$ cat src/rtl/dft_wb_pkg.sv
// dft_wb_pkg: register map, FSM states and frame size shared by the DFT Wishbone host
package dft_wb_pkg;
  localparam int N_POINTS = 32;
  localparam logic [7:0] NEXT        = 8'h00;
  localparam logic [7:0] DATAW       = 8'h04;
  localparam logic [7:0] WADDR       = 8'h08;
  localparam logic [7:0] WLO         = 8'h0C;
  localparam logic [7:0] WHI         = 8'h10;
  localparam logic [7:0] RADDR_VALID = 8'h14;
  localparam logic [7:0] RLO         = 8'h20;
  localparam logic [7:0] RHI         = 8'h24;
  typedef enum logic [2:0] {IDLE, LD_WAIT, LD_BUS, KICK, POLL, SETTLE, RD_BUS, RD_OUT} state_e;
endpackage

$ cat src/rtl/wb_single_xfer.sv
// wb_single_xfer: one registered Wishbone classic read or write, released the cycle after ack/err
module wb_single_xfer (
  input  logic        clk_i,
  input  logic        rst_ni,
  input  logic        req_i,
  input  logic        we_i,
  input  logic [31:0] adr_i,
  input  logic [31:0] wdat_i,
  output logic        busy_o,
  output logic        done_o,
  output logic        err_o,
  output logic [31:0] rdat_o,
  output logic [31:0] wbm_adr_o,
  output logic [31:0] wbm_dat_o,
  input  logic [31:0] wbm_dat_i,
  output logic        wbm_we_o,
  output logic        wbm_cyc_o,
  output logic        wbm_stb_o,
  input  logic        wbm_ack_i,
  input  logic        wbm_err_i
);
  logic cyc_q, we_q, fin;
  logic [31:0] adr_q, dat_q;
  assign fin = cyc_q & (wbm_ack_i | wbm_err_i);
  always_ff @(posedge clk_i or negedge rst_ni)
    if (!rst_ni) begin
      cyc_q <= 1'b0;
      we_q  <= 1'b0;
      adr_q <= '0;
      dat_q <= '0;
    end else if (fin) begin
      cyc_q <= 1'b0;
      we_q  <= 1'b0;
    end else if (req_i && !cyc_q) begin
      cyc_q <= 1'b1;
      we_q  <= we_i;
      adr_q <= adr_i;
      dat_q <= wdat_i;
    end
  assign busy_o    = cyc_q;
  assign done_o    = fin;
  assign err_o     = cyc_q & wbm_err_i;
  assign rdat_o    = wbm_dat_i;
  assign wbm_adr_o = adr_q;
  assign wbm_dat_o = dat_q;
  assign wbm_we_o  = we_q;
  assign wbm_cyc_o = cyc_q;
  assign wbm_stb_o = cyc_q;
endmodule

$ cat src/rtl/dft_wb_host.sv
// dft_wb_host: Wishbone initiator streaming a 32-point frame through the DFT slave and back
module dft_wb_host
  import dft_wb_pkg::*;
#(
  parameter logic [31:0] BASE_ADDR     = 32'h0000_0000,
  parameter int          POLL_TIMEOUT  = 4096,
  parameter int          SETTLE_CYCLES = 40
) (
  input  logic        wb_clk_i,
  input  logic        wb_rst_ni,
  input  logic        start_i,
  output logic        busy_o,
  output logic        done_o,
  output logic        err_o,
  input  logic [63:0] in_data_i,
  input  logic        in_valid_i,
  output logic        in_ready_o,
  output logic [63:0] out_data_o,
  output logic [4:0]  out_idx_o,
  output logic        out_valid_o,
  input  logic        out_ready_i,
  output logic [31:0] wbm_adr_o,
  output logic [31:0] wbm_dat_o,
  input  logic [31:0] wbm_dat_i,
  output logic [3:0]  wbm_sel_o,
  output logic        wbm_we_o,
  output logic        wbm_cyc_o,
  output logic        wbm_stb_o,
  input  logic        wbm_ack_i,
  input  logic        wbm_err_i
);
  localparam int PW = $clog2(POLL_TIMEOUT + 1);
  localparam int SW = $clog2(SETTLE_CYCLES + 1);
  state_e state_q, state_d;
  logic [4:0] idx_q, idx_d;
  logic [2:0] step_q, step_d;
  logic [63:0] word_q, word_d, rdat_q, rdat_d;
  logic err_q, err_d, done_q, done_d;
  logic [PW-1:0] poll_q, poll_d;
  logic [SW-1:0] settle_q, settle_d;
  logic x_req, x_we, x_busy, x_done, x_err, last;
  logic [7:0] x_off;
  logic [31:0] x_wdat, x_rdat;
  assign last = idx_q == 5'(N_POINTS - 1);
  // Address/data of the transfer for the current state and step
  always_comb begin
    x_we = 1'b1;
    x_off = NEXT;
    x_wdat = '0;
    case (state_q)
      LD_BUS: begin
        x_off = step_q == 3'd0 ? WADDR : step_q == 3'd1 ? WLO : step_q == 3'd2 ? WHI : DATAW;
        x_wdat = step_q == 3'd0 ? {27'b0, idx_q} : step_q == 3'd1 ? word_q[31:0] :
                 step_q == 3'd2 ? word_q[63:32] : {31'b0, step_q == 3'd3};
      end
      KICK: x_wdat = {31'b0, step_q == 3'd0};
      POLL: begin
        x_we = 1'b0;
        x_off = RADDR_VALID;
      end
      RD_BUS: begin
        x_we = step_q == 3'd0;
        x_off = step_q == 3'd0 ? RADDR_VALID : step_q == 3'd1 ? RLO : RHI;
        x_wdat = {27'b0, idx_q};
      end
      default: ;
    endcase
  end
  assign x_req = (state_q inside {LD_BUS, KICK, POLL, RD_BUS}) & ~x_busy;
  wb_single_xfer u_xfer (
    .clk_i(wb_clk_i), .rst_ni(wb_rst_ni), .req_i(x_req), .we_i(x_we),
    .adr_i(BASE_ADDR + {24'b0, x_off}), .wdat_i(x_wdat),
    .busy_o(x_busy), .done_o(x_done), .err_o(x_err), .rdat_o(x_rdat),
    .wbm_adr_o(wbm_adr_o), .wbm_dat_o(wbm_dat_o), .wbm_dat_i(wbm_dat_i),
    .wbm_we_o(wbm_we_o), .wbm_cyc_o(wbm_cyc_o), .wbm_stb_o(wbm_stb_o),
    .wbm_ack_i(wbm_ack_i), .wbm_err_i(wbm_err_i)
  );
  always_comb begin
    state_d = state_q;
    idx_d = idx_q;
    step_d = step_q;
    word_d = word_q;
    rdat_d = rdat_q;
    err_d = err_q;
    done_d = 1'b0;
    poll_d = poll_q;
    settle_d = settle_q;
    case (state_q)
      IDLE: if (start_i) begin
        err_d = 1'b0;
        idx_d = '0;
        state_d = LD_WAIT;
      end
      LD_WAIT: if (in_valid_i) begin
        word_d = in_data_i;
        step_d = '0;
        state_d = LD_BUS;
      end
      LD_BUS: if (x_done) begin
        step_d = step_q == 3'd4 ? 3'd0 : step_q + 3'd1;
        state_d = step_q != 3'd4 ? LD_BUS : last ? KICK : LD_WAIT;
        idx_d = step_q == 3'd4 && !last ? idx_q + 5'd1 : idx_q;
      end
      KICK: if (x_done) begin
        step_d = step_q == 3'd1 ? 3'd0 : step_q + 3'd1;
        state_d = step_q == 3'd1 ? POLL : KICK;
        poll_d = '0;
      end
      POLL: if (x_done) begin
        poll_d = poll_q + PW'(1);
        settle_d = '0;
        state_d = x_rdat[0] ? SETTLE : poll_d == PW'(POLL_TIMEOUT) ? IDLE : POLL;
        err_d = !x_rdat[0] && poll_d == PW'(POLL_TIMEOUT);
      end
      SETTLE: begin
        settle_d = settle_q + SW'(1);
        if (settle_q == SW'(SETTLE_CYCLES - 1)) begin
          idx_d = '0;
          step_d = '0;
          state_d = RD_BUS;
        end
      end
      RD_BUS: if (x_done) begin
        rdat_d = step_q == 3'd1 ? {rdat_q[63:32], x_rdat} :
                 step_q == 3'd2 ? {x_rdat, rdat_q[31:0]} : rdat_q;
        step_d = step_q == 3'd2 ? 3'd0 : step_q + 3'd1;
        state_d = step_q == 3'd2 ? RD_OUT : RD_BUS;
      end
      RD_OUT: if (out_ready_i) begin
        done_d = last;
        idx_d = last ? idx_q : idx_q + 5'd1;
        state_d = last ? IDLE : RD_BUS;
      end
      default: ;
    endcase
    // A bus error anywhere abandons the frame
    if (x_err) begin
      state_d = IDLE;
      step_d = '0;
      err_d = 1'b1;
    end
  end
  always_ff @(posedge wb_clk_i or negedge wb_rst_ni)
    if (!wb_rst_ni) begin
      state_q <= IDLE;
      idx_q <= '0;
      step_q <= '0;
      word_q <= '0;
      rdat_q <= '0;
      err_q <= 1'b0;
      done_q <= 1'b0;
      poll_q <= '0;
      settle_q <= '0;
    end else begin
      state_q <= state_d;
      idx_q <= idx_d;
      step_q <= step_d;
      word_q <= word_d;
      rdat_q <= rdat_d;
      err_q <= err_d;
      done_q <= done_d;
      poll_q <= poll_d;
      settle_q <= settle_d;
    end
  assign busy_o = state_q != IDLE;
  assign done_o = done_q;
  assign err_o = err_q;
  assign in_ready_o = state_q == LD_WAIT;
  assign out_valid_o = state_q == RD_OUT;
  assign out_data_o = rdat_q;
  assign out_idx_o = idx_q;
  assign wbm_sel_o = 4'hF;
endmodule

$ cat config.mk
export PLATFORM = sky130hd
export DESIGN_NAME = dft_wb_host
export DESIGN_NICKNAME = d
export VERILOG_FILES = /design/src/rtl/dft_wb_pkg.sv /design/src/rtl/wb_single_xfer.sv /design/src/rtl/dft_wb_host.sv
export SDC_FILE = /design/constraint.sdc
export NUM_CORES = 1
export LEC_CHECK = 0
export CORE_MARGIN = 2
export CORE_UTILIZATION = 47
export CTS_CLUSTER_DIAMETER = 40
export CTS_CLUSTER_SIZE = 25
export DETAILED_ROUTE_END_ITERATION = 8
export GPL_TIMING_DRIVEN = 1
export PLACE_DENSITY = 0.76
export SYNTH_ARGS = -nofsm -noshare
export SYNTH_HDL_FRONTEND = slang
export SYNTH_HIERARCHICAL = 1
export SYNTH_SLANG_ARGS = --single-unit
$ cat constraint.sdc
create_clock -name wb_clk_i -period 3.71 [get_ports wb_clk_i]
set_clock_uncertainty 0.1 [all_clocks]
set_input_delay 0.371 -clock wb_clk_i [delete_from_list [all_inputs] [get_ports wb_clk_i]]
set_output_delay 0.371 -clock wb_clk_i [all_outputs]
set_load 0.01 [all_outputs]
==> metrics.md, run 1 <==
| Metric | Value |
|---|---|
| Status | finished clean |
| Area of the core | 22600 sq um |
| Clock latency on the worst-skew pair | 0.51 ns |
| Adder-cell area share of the yosys netlist | 0.0104 |
| Largest family of logic cells by synthesized area | multiplexers |
| H-tree depth reported by CTS | 2 |
| Height of the chip | 155 um |
| Vias in the first global route | 7610 |
| Fraction of the cycle the final worst path needs | 0.766 |
| Input/output buffers | 243 |
| Netlist Area Pre-Place | 10800 sq um |
| Crit path arrival time | 2.37 ns |
| Transition time at the pin with the least slew margin | 0.906 ns |
| Slew Viols, Final | 0 |
| Clock Tree Buf Depth | 3 |
| Cell types with the highest counts after synthesis | 226 x dfrtp_1, 98 x mux2_4, 56 x mux2_2 |
| Compound-Gate Fraction of Synth Area | 0.0850 |
| Antenna viol nets, final | 0 |
| Top achievable clock speed | 0.352 GHz |
| Type of element capturing the critical path | primary output |
| Post-placement setup slack | 1.04 ns |
| Final estimated routing congestion in global placement | 0.826 |
| Minimum period implied by the final worst setup slack | 2.84 ns |
| Final setup TNS | 0 ns |
| Starting DRT DRC Count | 405 |
| Remaining global-route overflow | 0 |
| Path category of the worst min-delay check | input pin to register |
| Diodes inserted | 0 |
| Post-CTS setup buffer count | 0 |
| Share of layout cells above drive strength 1 | 0.238 |
| Drt total wl | 25000 um |
| Global-route wire length before repair | 40400 um |
| Final setup fails | 0 |
| Post-detail-place hpwl | 16600 um |
| I/O pins | 248 |
| Async set-or-reset flop fraction in the synthesized netlist | 1.00 |
| Die Area | 24200 sq um |
| DRC Markers | 0 |
| Clock tree sinks | 226 |
| Leading register cell type out of synthesis | dfrtp_1 |
| Largest area contributor in the netlist | dfrtp_1 |
| Aggregate global-route resource usage | 0.209 |
| Seq cells post-synth | 226 |
| Share of the synthesized netlist area taken by xor and xnor gates | 0.00406 |
| Number of nets in the final layout | 1156 |
| Horiz. Die Dim | 155 um |
| Synthesized-area fraction occupied by and/or/nand/nor cells | 0.0734 |
| Initial cell density of the core | 0.477 |
| Power density relative to cell area | 680 nW/um^2 |
| CTS resizes | 0 |
| Count of flip-flops with a built-in enable after synthesis | 0 |
| Number of instances in the synthesized netlist | 801 |
| Proportion of synthesized chip area in sequential cells | 0.525 |
| Min Hold Slack | 0.366 ns |
| Worst path setup slack after routing | 0.867 ns |
| Root buffer cell | clkbuf_16 |
| Synth Warn # | 6 |
| Clock edge transition at the registers on the reported setup and hold paths | 0.06 ns |
| Area growth from synthesis to final layout | 34.4% |
| Hold buffer count at CTS | 1 |
| Max-cap viol count | 0 |
| Initial antenna violation count | 0 |
| Setup repair after global routing missed its margin | no |
| Pin count of the biggest net entering global routing | 122 |
| Post-DR vias/cell | 5.30 |
| Worst VDD drop | 0.000514 V |
| Pre-antenna DRT Iters | 4 |
| Most common cell in the synthesized netlist | dfrtp_1 |
| Multiplexer fraction of the synthesized cell area | 0.238 |
| Biggest area contributors in the synthesized netlist | dfrtp_1 52%, mux2_4 14%, mux2_2 5.9%, mux2_1 4.1%, buf_4 3.2% |
| Worst slew margin | 0.396 |
| Area share of the largest cell type after synthesis | 0.525 |
| Required time of the critical path | 3.24 ns |
| Critical Setup Path Class | register to primary output |
| CTS tree | yes |
| Dpl cell area | 13200 sq um |
| Vias | 7188 |
| Post-route cell area | 14500 sq um |
| Leakage power total | 6.63 nW |
| Count of final hold-check violations | 0 |
| Cell row count | 55 |
| Wire length per cell | 18.4 um |
| Distinct cell type count of the synthesized netlist | 70 |
| Mapped Avg Cell Area | 13.5 sq um |
| TritonCTS buffer count | 36 |
| Largest driver fanout on the critical path | 24 |
| Critical path startpoint category | register |
report_power, final:
| group | total [mW] | internal (mW) | switching (mW) |
|---|---|---|---|
| combinational | 2.95 | 1.65 | 1.30 |
| sequential | 3.35 | 2.96 | 0.384 |
| clock | 3.55 | 2.34 | 1.22 |
critical path: stages, from the launching register on:
cell,delay [ns]
dfrtp_1,0.84
and3_1,0.43
clkdlybuf4s50_1,0.59
worst paths after layout:
path | from | endpoint | slack, ns | depth (start not counted)
worst max-delay path | state_q[2] | out_valid_o | 0.87 | 2
worst min-delay path | in_data_i[38] | word_q[38] | 0.37 | 2
worst max register to register | state_q[2] | word_q[48] | 0.99 | 6
worst min register to register | out_data_o[52] | out_data_o[52] | 0.38 | 1
max in group asynchronous | wb_rst_ni | word_q[36] | 2.17 | 3
min in group asynchronous | wb_rst_ni | out_data_o[40] | 0.42 | 2
metrics by stage:
step	power (mW)	cells	utilization
6_report	9.85	1355	0.642
5_1_grt	10.3	1355	0.642
3_3_place_gp	6.25	1290	0.584
3_5_place_dp	6.32	1290	0.584
4_1_cts	9.93	1355	0.642
2_1_floorplan	5.36	831	-
area by class of cell:
| cell class | instances | area (sq um) |
|---|---|---|
| Timing Repair Buffer | 258 | 2590 |
| Clock inverter | 22 | 304 |
| Clock buffer | 42 | 985 |
| Tap cell | 285 | 357 |
| Multi-Input combinational cell | 513 | 4560 |
| Sequential cell | 226 | 5660 |
| Fill cell | 1723 | 8090 |
| Inverter | 9 | 33.8 |
placed cells by master, fill, tap and decap left out, types with 5 or more instances in the layout:
cell type / n
buf_4: 11
nand2_1: 36
nor2_1: 21
clkbuf_16: 37
o211ai_1: 5
a21oi_1: 25
nand3_1: 15
inv_1: 7
nor3_1: 10
mux2_4: 98
a22o_1: 30
ha_1: 9
o21ai_0: 25
inv_6: 5
o31ai_1: 7
nand2b_1: 5
dfrtp_1: 226
o21ai_1: 10
mux2_1: 39
clkdlybuf4s50_1: 242
bufinv_16: 6
conb_1: 32
mux2_2: 56
and3_1: 7
cell families after synthesis:
kind of cell	after synthesis
flip-flops	226
multiplexers	195
AND/OR/NAND/NOR	138
AO/OA/AOI/OAI	134
buffers and inverters	92
adder cells (fa/ha/maj)	9
XOR/XNOR	5
other	2
state kept, by name (all words and copies together), names as in the netlist:
| signal | flops |
|---|---|
| out_idx_o | 5 |
| u_xfer/wbm_we_o | 1 |
| out_data_o | 64 |
| step_q | 3 |
| poll_q | 13 |
| settle_q | 6 |
| state_q | 3 |
| u_xfer/wbm_adr_o | 32 |
| word_q | 64 |
| u_xfer/busy_o | 1 |
| err_o | 1 |
| done_o | 1 |
| u_xfer/wbm_dat_o | 32 |
layer usage:
metal  vias up  global-route usage  wire length (um)
met2       274               0.337             11600
met4         0              0.0625               599
met1      3562               0.270             10800
met5         -                   0                 0
met3        43              0.0660              2060
li1       3309                   -                 -
(Power assumes the default switching activity.)
==> inputs of run 2 (changes only) <==
Settings changed: CORE_UTILIZATION 47 to 46, PLACE_DENSITY 0.76 to 0.77.
Clock period 3.71 ns to 2.4 ns, I/O delays scaled along.
==> run 2 against run 1 <==
Compared with the run above:
- critical path depth grew 1
- sequential power is 52% higher
- setup slack worse by 0.78 ns
- critical path type unchanged
- count of clock-buffer cells in the layout is 9 lower
- die area rose by 2.1%
- utilization is 1.7 points lower
- via count up 1.6%
- critical endpoint unchanged
- hold slack lost 0.22 ns
- wire length grew 0.42%
- power rose by 47%
- non-clock buffer count up 19
- design area is 0.36% higher
==> metrics.md, run 2 (same netlist as run 1, synthesis figures left out) <==
| Metric | Value |
|---|---|
| Filler cells | 1774 |
| Worst setup path startpoint | state_q[2] |
| Pre-antenna DRT Iters | 5 |
| Power density relative to cell area | 999 nW/um^2 |
| Minimum period implied by the final worst setup slack | 2.32 ns |
| CTS tree | yes |
| Critical path startpoint category | register |
| Share of layout cells above drive strength 1 | 0.250 |
| I/O pins | 248 |
| Root buffer cell | clkbuf_16 |
| Clock latency on the worst-skew pair | 0.55 ns |
| Area of combinational cells with multiple inputs | 4570 sq um |
| Global-route wire length before repair | 39800 um |
| Critical Path Slowest Stage Cell | clkdlybuf4s50_1 |
| Area of the core | 23300 sq um |
| Initial antenna violation count | 0 |
| Critical-path cell list | buf_4 > and3_4 > clkdlybuf4s50_1 |
| Pin count of the biggest net entering global routing | 69 |
| Final setup TNS | 0 ns |
| Input/output buffers | 243 |
| Vias | 7303 |
| Biggest cell delay along the critical path | 0.55 ns |
| Transition time at the pin with the least slew margin | 0.731 ns |
| Die Area | 24700 sq um |
| Final estimated routing congestion in global placement | 0.884 |
| Drt total wl | 25100 um |
| H-tree depth reported by CTS | 1 |
| Required time of the critical path | 2.06 ns |
| Combined flip-flop and latch cell area | 5660 sq um |
| Final setup fails | 0 |
| Clock edge transition at the registers on the reported setup and hold paths | 0.06 ns |
| Final Util | 0.625 |
| Setup repair after global routing missed its margin | no |
| Vias in the first global route | 7512 |
| Area growth from synthesis to final layout | 34.9% |
| Most frequent cells in the layout | 241 x clkdlybuf4s50_1, 224 x dfrtp_1, 98 x mux2_4, 56 x mux2_2, 39 x mux2_1 |
| Leakage power total | 6.63 nW |
| Top achievable clock speed | 0.431 GHz |
| Aggregate global-route resource usage | 0.202 |
| Height of the chip | 157 um |
| Remaining global-route overflow | 0 |
| Slew Viols, Final | 0 |
| Clock tree sinks | 226 |
| Number of nets in the final layout | 1170 |
| Max-cap viol count | 0 |
| Most common cell after layout, fill and taps aside | clkdlybuf4s50_1 |
| Initial cell density of the core | 0.463 |
| Status | finished clean |
| Type of element capturing the critical path | primary output |
| Worst slew margin | 0.511 |
| Critical Setup Path Class | register to primary output |
| Count of final hold-check violations | 0 |
| Largest driver fanout on the critical path | 8 |
| Diodes inserted | 0 |
| Fraction of the cycle the final worst path needs | 0.966 |
| DRC Markers | 0 |
| Post-detail-place hpwl | 17400 um |
| Horiz. Die Dim | 157 um |
| Cell row count | 56 |
| Crit path arrival time | 1.98 ns |
| Startpoint of the worst-slack reg-to-reg timing path | state_q[0] |
| Wire length per cell | 17.9 um |
| TritonCTS buffer count | 31 |
| Starting DRT DRC Count | 374 |
| Post-DR vias/cell | 5.21 |
| Worst VDD drop | 0.000721 V |
| Path category of the worst min-delay check | input pin to async pin |
| Clock Tree Buf Depth | 3 |
| Antenna viol nets, final | 0 |
==> run 2: cell count changes in the layout (fill, tap and decap cells not counted), sizes merged <==
cell and change:
clkdlybuf4s50 -1, bufinv -4, clkinv +2, clkbuf -9, buf +19, dlymetal6s2s +1, clkinvlp +3, inv +2
==> run 2: path summary, 6_finish.rpt <==
path	end	depth (start not counted)	slack (ns)
min reg2reg	out_data_o[61]	1	0.38
min in group wb_clk_i	word_q[3]	2	0.18
max in group asynchronous	u_xfer/wbm_adr_o[14]	3	1.25
max	out_valid_o	3	0.08
max reg2reg	u_xfer/wbm_dat_o[30]	6	0.14
min	out_data_o[0]	2	0.14
==> run 2: worst max-delay path, delay by kind of cell (launching register included) <==
kind	cells	cell delay [ns]
and+or+nand+nor	1	0.24
DFF	1	0.45
buffers and inverters	2	0.74
==> run 2: cell type report <==
type | count | share of cell area
flip-flops and latches | 226 | 0.389
multi-input cells | 513 | 0.314
repair buffers | 277 | 0.195
clock buffers | 33 | 0.0546
well taps | 319 | 0.0275
clock inverters | 25 | 0.0169
inverters | 9 | 0.00250
==> run 2: metrics by stage <==
step / total power [mW] / hold slack, ns / setup WS, ns / cells / cell area, sq um
floorplan: 8.29 / -0.156 / 0.343 / 831 / 10900
global placement: 9.92 / 0.134 / 0.144 / 1343 / 13500
detailed placement: 10.0 / 0.136 / 0.0666 / 1343 / 13500
CTS: 14.7 / 0.153 / 0.0119 / 1402 / 14500
global route: 15.2 / 0.182 / 0.0202 / 1402 / 14500
finish: 14.5 / 0.143 / 0.0823 / 1402 / 14500
==> run 2: timing repair <==
item,4_1_cts,5_1_grt
endpoints found under the hold margin,64,0
resized for setup,3,4
buffers inserted,0,0
pin swaps,0,1
hold buffers,1,0
setup endpoints to repair,3,3
==> run 2: where the power goes <==
part           total (mW)  internal (mW)  switching, mW
Clock                4.51           2.67           1.84
Combinational        4.91           2.76           2.15
Sequential           5.10           4.58          0.513
==> run 2: layer usage <==
metal | vias to the layer above | GRT usage | share of wire
met5 | - | 0 | 0
met4 | 0 | 0.0563 | 0.021
met3 | 48 | 0.0683 | 0.095
met2 | 273 | 0.333 | 0.47
met1 | 3632 | 0.253 | 0.41
li1 | 3350 | - | -
==> inputs of run 3 (changes only) <==
Settings changed: ABC_AREA set to 1, CORE_ASPECT_RATIO set to 0.6, CORE_MARGIN 2 to 5, PLACE_DENSITY 0.77 to 0.78.
==> run 3 against run 2 <==
Compared with the run above:
- non-clock buffer count shrank 3
- sequential share of layout area grew 1.1 points
- die area grew 4.6%
- sequential power grew 15%
- wire length grew 8.8%
- utilization grew 1.3 points
- critical path type unchanged
- highest routed layer unchanged
==> metrics.md, run 3 <==
| Metric | Value |
|---|---|
| Initial cell density of the core | 0.470 |
| Starting DRT DRC Count | 444 |
| Worst slew margin | 0.570 |
| Number of nets in the final layout | 1477 |
| Path category of the worst min-delay check | input pin to async pin |
| Post-DR vias/cell | 4.92 |
| Vias in the first global route | 8432 |
| Async set-or-reset flop fraction in the synthesized netlist | 1.00 |
| Most common cell after layout, fill and taps aside | nand2_1 |
| Minimum period implied by the final worst setup slack | 2.27 ns |
| Type of element capturing the critical path | primary output |
| Seq cells post-synth | 226 |
| Final Util | 0.638 |
| Proportion of synthesized chip area in sequential cells | 0.544 |
| Endpoint of the most critical register-to-register path | state_q[2] |
| Diodes inserted | 0 |
| Number of cells in the design after placement | 1641 |
| Antenna viol nets, final | 0 |
| Final setup fails | 0 |
| Worst path setup slack after routing | 0.132 ns |
| Die Area | 25800 sq um |
| Biggest cell delay along the critical path | 0.59 ns |
| Power density relative to cell area | 1140 nW/um^2 |
| Number of instances in the synthesized netlist | 1114 |
| Max-cap viol count | 0 |
| Leakage power total | 6.73 nW |
| Final estimated routing congestion in global placement | 0.863 |
| Slew Viols, Final | 0 |
| Critical-path cell list | inv_2 > nand2_4 > nor2_4 > clkdlybuf4s50_1 |
| I/O pins | 248 |
| Clock Tree Buf Depth | 3 |
| Setup repair after global routing missed its margin | no |
| Clock latency on the worst-skew pair | 0.53 ns |
| H-tree depth reported by CTS | 1 |
| Largest driver fanout on the critical path | 5 |
| Buffers plus inverters on the worst setup path | 2 |
| Critical Setup Path Class | register to primary output |
| Root buffer cell | clkbuf_16 |
| Vias | 8343 |
| Pre-antenna DRT Iters | 5 |
| Required time of the critical path | 2.06 ns |
| Input/output buffers | 243 |
| Distinct cell type count of the synthesized netlist | 39 |
| Fraction of the cycle the final worst path needs | 0.945 |
| Cell types with the highest counts after synthesis | 341 x nand2_1, 226 x dfrtp_1, 75 x inv_1 |
| Height of the chip | 126 um |
| Leading register cell type out of synthesis | dfrtp_1 |
| Critical path startpoint category | register |
| Area of combinational cells with multiple inputs | 3950 sq um |
| Post-placement setup slack | 0.278 ns |
| Pin count of the biggest net entering global routing | 73 |
| Largest area contributor in the netlist | dfrtp_1 |
| Aggregate global-route resource usage | 0.208 |
| Area growth from synthesis to final layout | 35.8% |
| Wire length per cell | 16.1 um |
| Post-route cell area | 14100 sq um |
| Worst VDD drop | 0.000661 V |
| Transition time at the pin with the least slew margin | 0.645 ns |
| Min Hold Slack | 0.114 ns |
| Area of the core | 22100 sq um |
| Drt total wl | 27300 um |
| Reg-to-reg slack, setup | 0.29 ns |
| Global-route wire length before repair | 44300 um |
| Most frequent cells in the layout | 341 x nand2_1, 241 x clkdlybuf4s50_1, 225 x dfrtp_1, 75 x inv_1, 69 x nor2_1 |
| Synth Warn # | 6 |
| Cell row count | 42 |
| Combined flip-flop and latch cell area | 5660 sq um |
| Post-detail-place hpwl | 19500 um |
| Met3 Usage GRT | 0.0561 |
| Clock tree sinks | 226 |
| Post-layout total power | 16.2 mW |
| Met2 track demand over resource in global routing | 0.331 |
| Remaining global-route overflow | 0 |
| Met1 Track Usage GR | 0.292 |
| Critical Path Slowest Stage Cell | clkdlybuf4s50_1 |
| Count of final hold-check violations | 0 |
| DRC Markers | 0 |
| Most common cell in the synthesized netlist | nand2_1 |
| Crit path arrival time | 1.93 ns |
| Top achievable clock speed | 0.441 GHz |
| Dpl cell area | 13100 sq um |
| Biggest area contributors in the synthesized netlist | dfrtp_1 54%, nand2_1 12%, mux2_2 7.0%, buf_4 3.2%, nand3_1 3.2% |
| Status | finished clean |
| Filler cells | 1773 |
| Startpoint of the worst-slack reg-to-reg timing path | poll_q[0] |
| Count of flip-flops with a built-in enable after synthesis | 0 |
| Share of layout cells above drive strength 1 | 0.147 |
| TritonCTS buffer count | 28 |
| Family with the most delay on the worst path | buffers and inverters |
| Highest-utilization routing layer at the global route stage | met2 |
| Final setup TNS | 0 ns |
| Mapped Avg Cell Area | 9.34 sq um |
| CTS tree | yes |
| Area share of the largest cell type after synthesis | 0.544 |
| Netlist Area Pre-Place | 10400 sq um |
| Initial antenna violation count | 0 |
| Depth of the most critical reg-to-reg path | 14 |
| Horiz. Die Dim | 204 um |
| Number of cells in the finished layout apart from fillers | 1695 |
| Clock edge transition at the registers on the reported setup and hold paths | 0.06 ns |
[run 3: cell types whose count changed after synthesis, sizes merged, moves of 6 or more]
| cell | delta |
|---|---|
| a21oi | +25 |
| a22o | -28 |
| and3 | -6 |
| buf | -8 |
| clkbuf | +8 |
| inv | +75 |
| mux2 | -128 |
| nand2 | +309 |
| nand2b | -6 |
| nand3 | +52 |
| nor2 | +56 |
| nor3 | -11 |
| o21ai | +21 |
| o22ai | +8 |
[run 3: area by class of cell]
class	count	area share
Timing Repair Buffer	274	0.197
Multi-Input combinational cell	749	0.280
Clock inverter	18	0.0167
Tap cell	308	0.0273
Sequential cell	226	0.401
Inverter	86	0.0232
Clock buffer	34	0.0548
[run 3: report_power, final]
part           total, mW  internal [mW]  switching (mW)
Combinational       5.79           2.70            3.10
Sequential          5.87           5.08           0.796
Clock               4.48           2.71            1.78
Total               16.2           10.5            5.67
[run 3: kinds of logic (layout without fill, tap and decap cells)]
logic type,Yosys count,in the layout,share of synthesized area
AOI/OAI and AO/OA,135,135,0.0813
xor gates and xnor gates,2,2,0.00168
adders and majority gates,9,9,0.0108
buffers and inverters,169,412,0.0879
DFF,226,226,0.544
muxes,65,65,0.0704
other,2,32,0.000722
and+or+nand+nor,506,506,0.203
[run 3: what timing repair did]
item | CTS | global route
setup buffers | 0 | 1
gates resized for setup | 1 | 2
pin swaps | 0 | 0
endpoints found under the hold margin | 226 | 0
hold buffers | 1 | 0
endpoints found under the setup margin | 1 | 2
[run 3: worst max path at each step]
stage,slack (ns),start,depth (start not counted),to
2_1_floorplan,0.65,step_q[1],6,out_data_o[0]
3_3_place_gp,0.34,wbm_err_i,11,state_q[2]
3_5_place_dp,0.28,wbm_err_i,8,step_q[1]
4_1_cts,0.03,state_q[2],3,out_valid_o
5_1_grt,0.02,state_q[1],3,out_valid_o
6_report,0.13,state_q[1],4,in_ready_o
[run 3: routing by layer]
| metal | up-vias | routed length (um) |
|---|---|---|
| met1 | 4005 | 12300 |
| met4 | 0 | 434 |
| met3 | 44 | 2050 |
| met5 | - | 0 |
| met2 | 254 | 12600 |
| li1 | 4040 | - |
[run 3: worst reg2reg max path, cell delays in order, from the launching register on]
cell	delay, ns
dfrtp_1	0.38
ha_1	0.23
nand2_1	0.11
nor2_1	0.38
nand3_1	0.14
nand2_1	0.08
nand2_1	0.05
inv_1	0.07
nand2_1	0.05
nor2_1	0.14
nand2_1	0.08
nand2_1	0.06
nand2_1	0.05
nand2_1	0.05
nand2_1	0.04
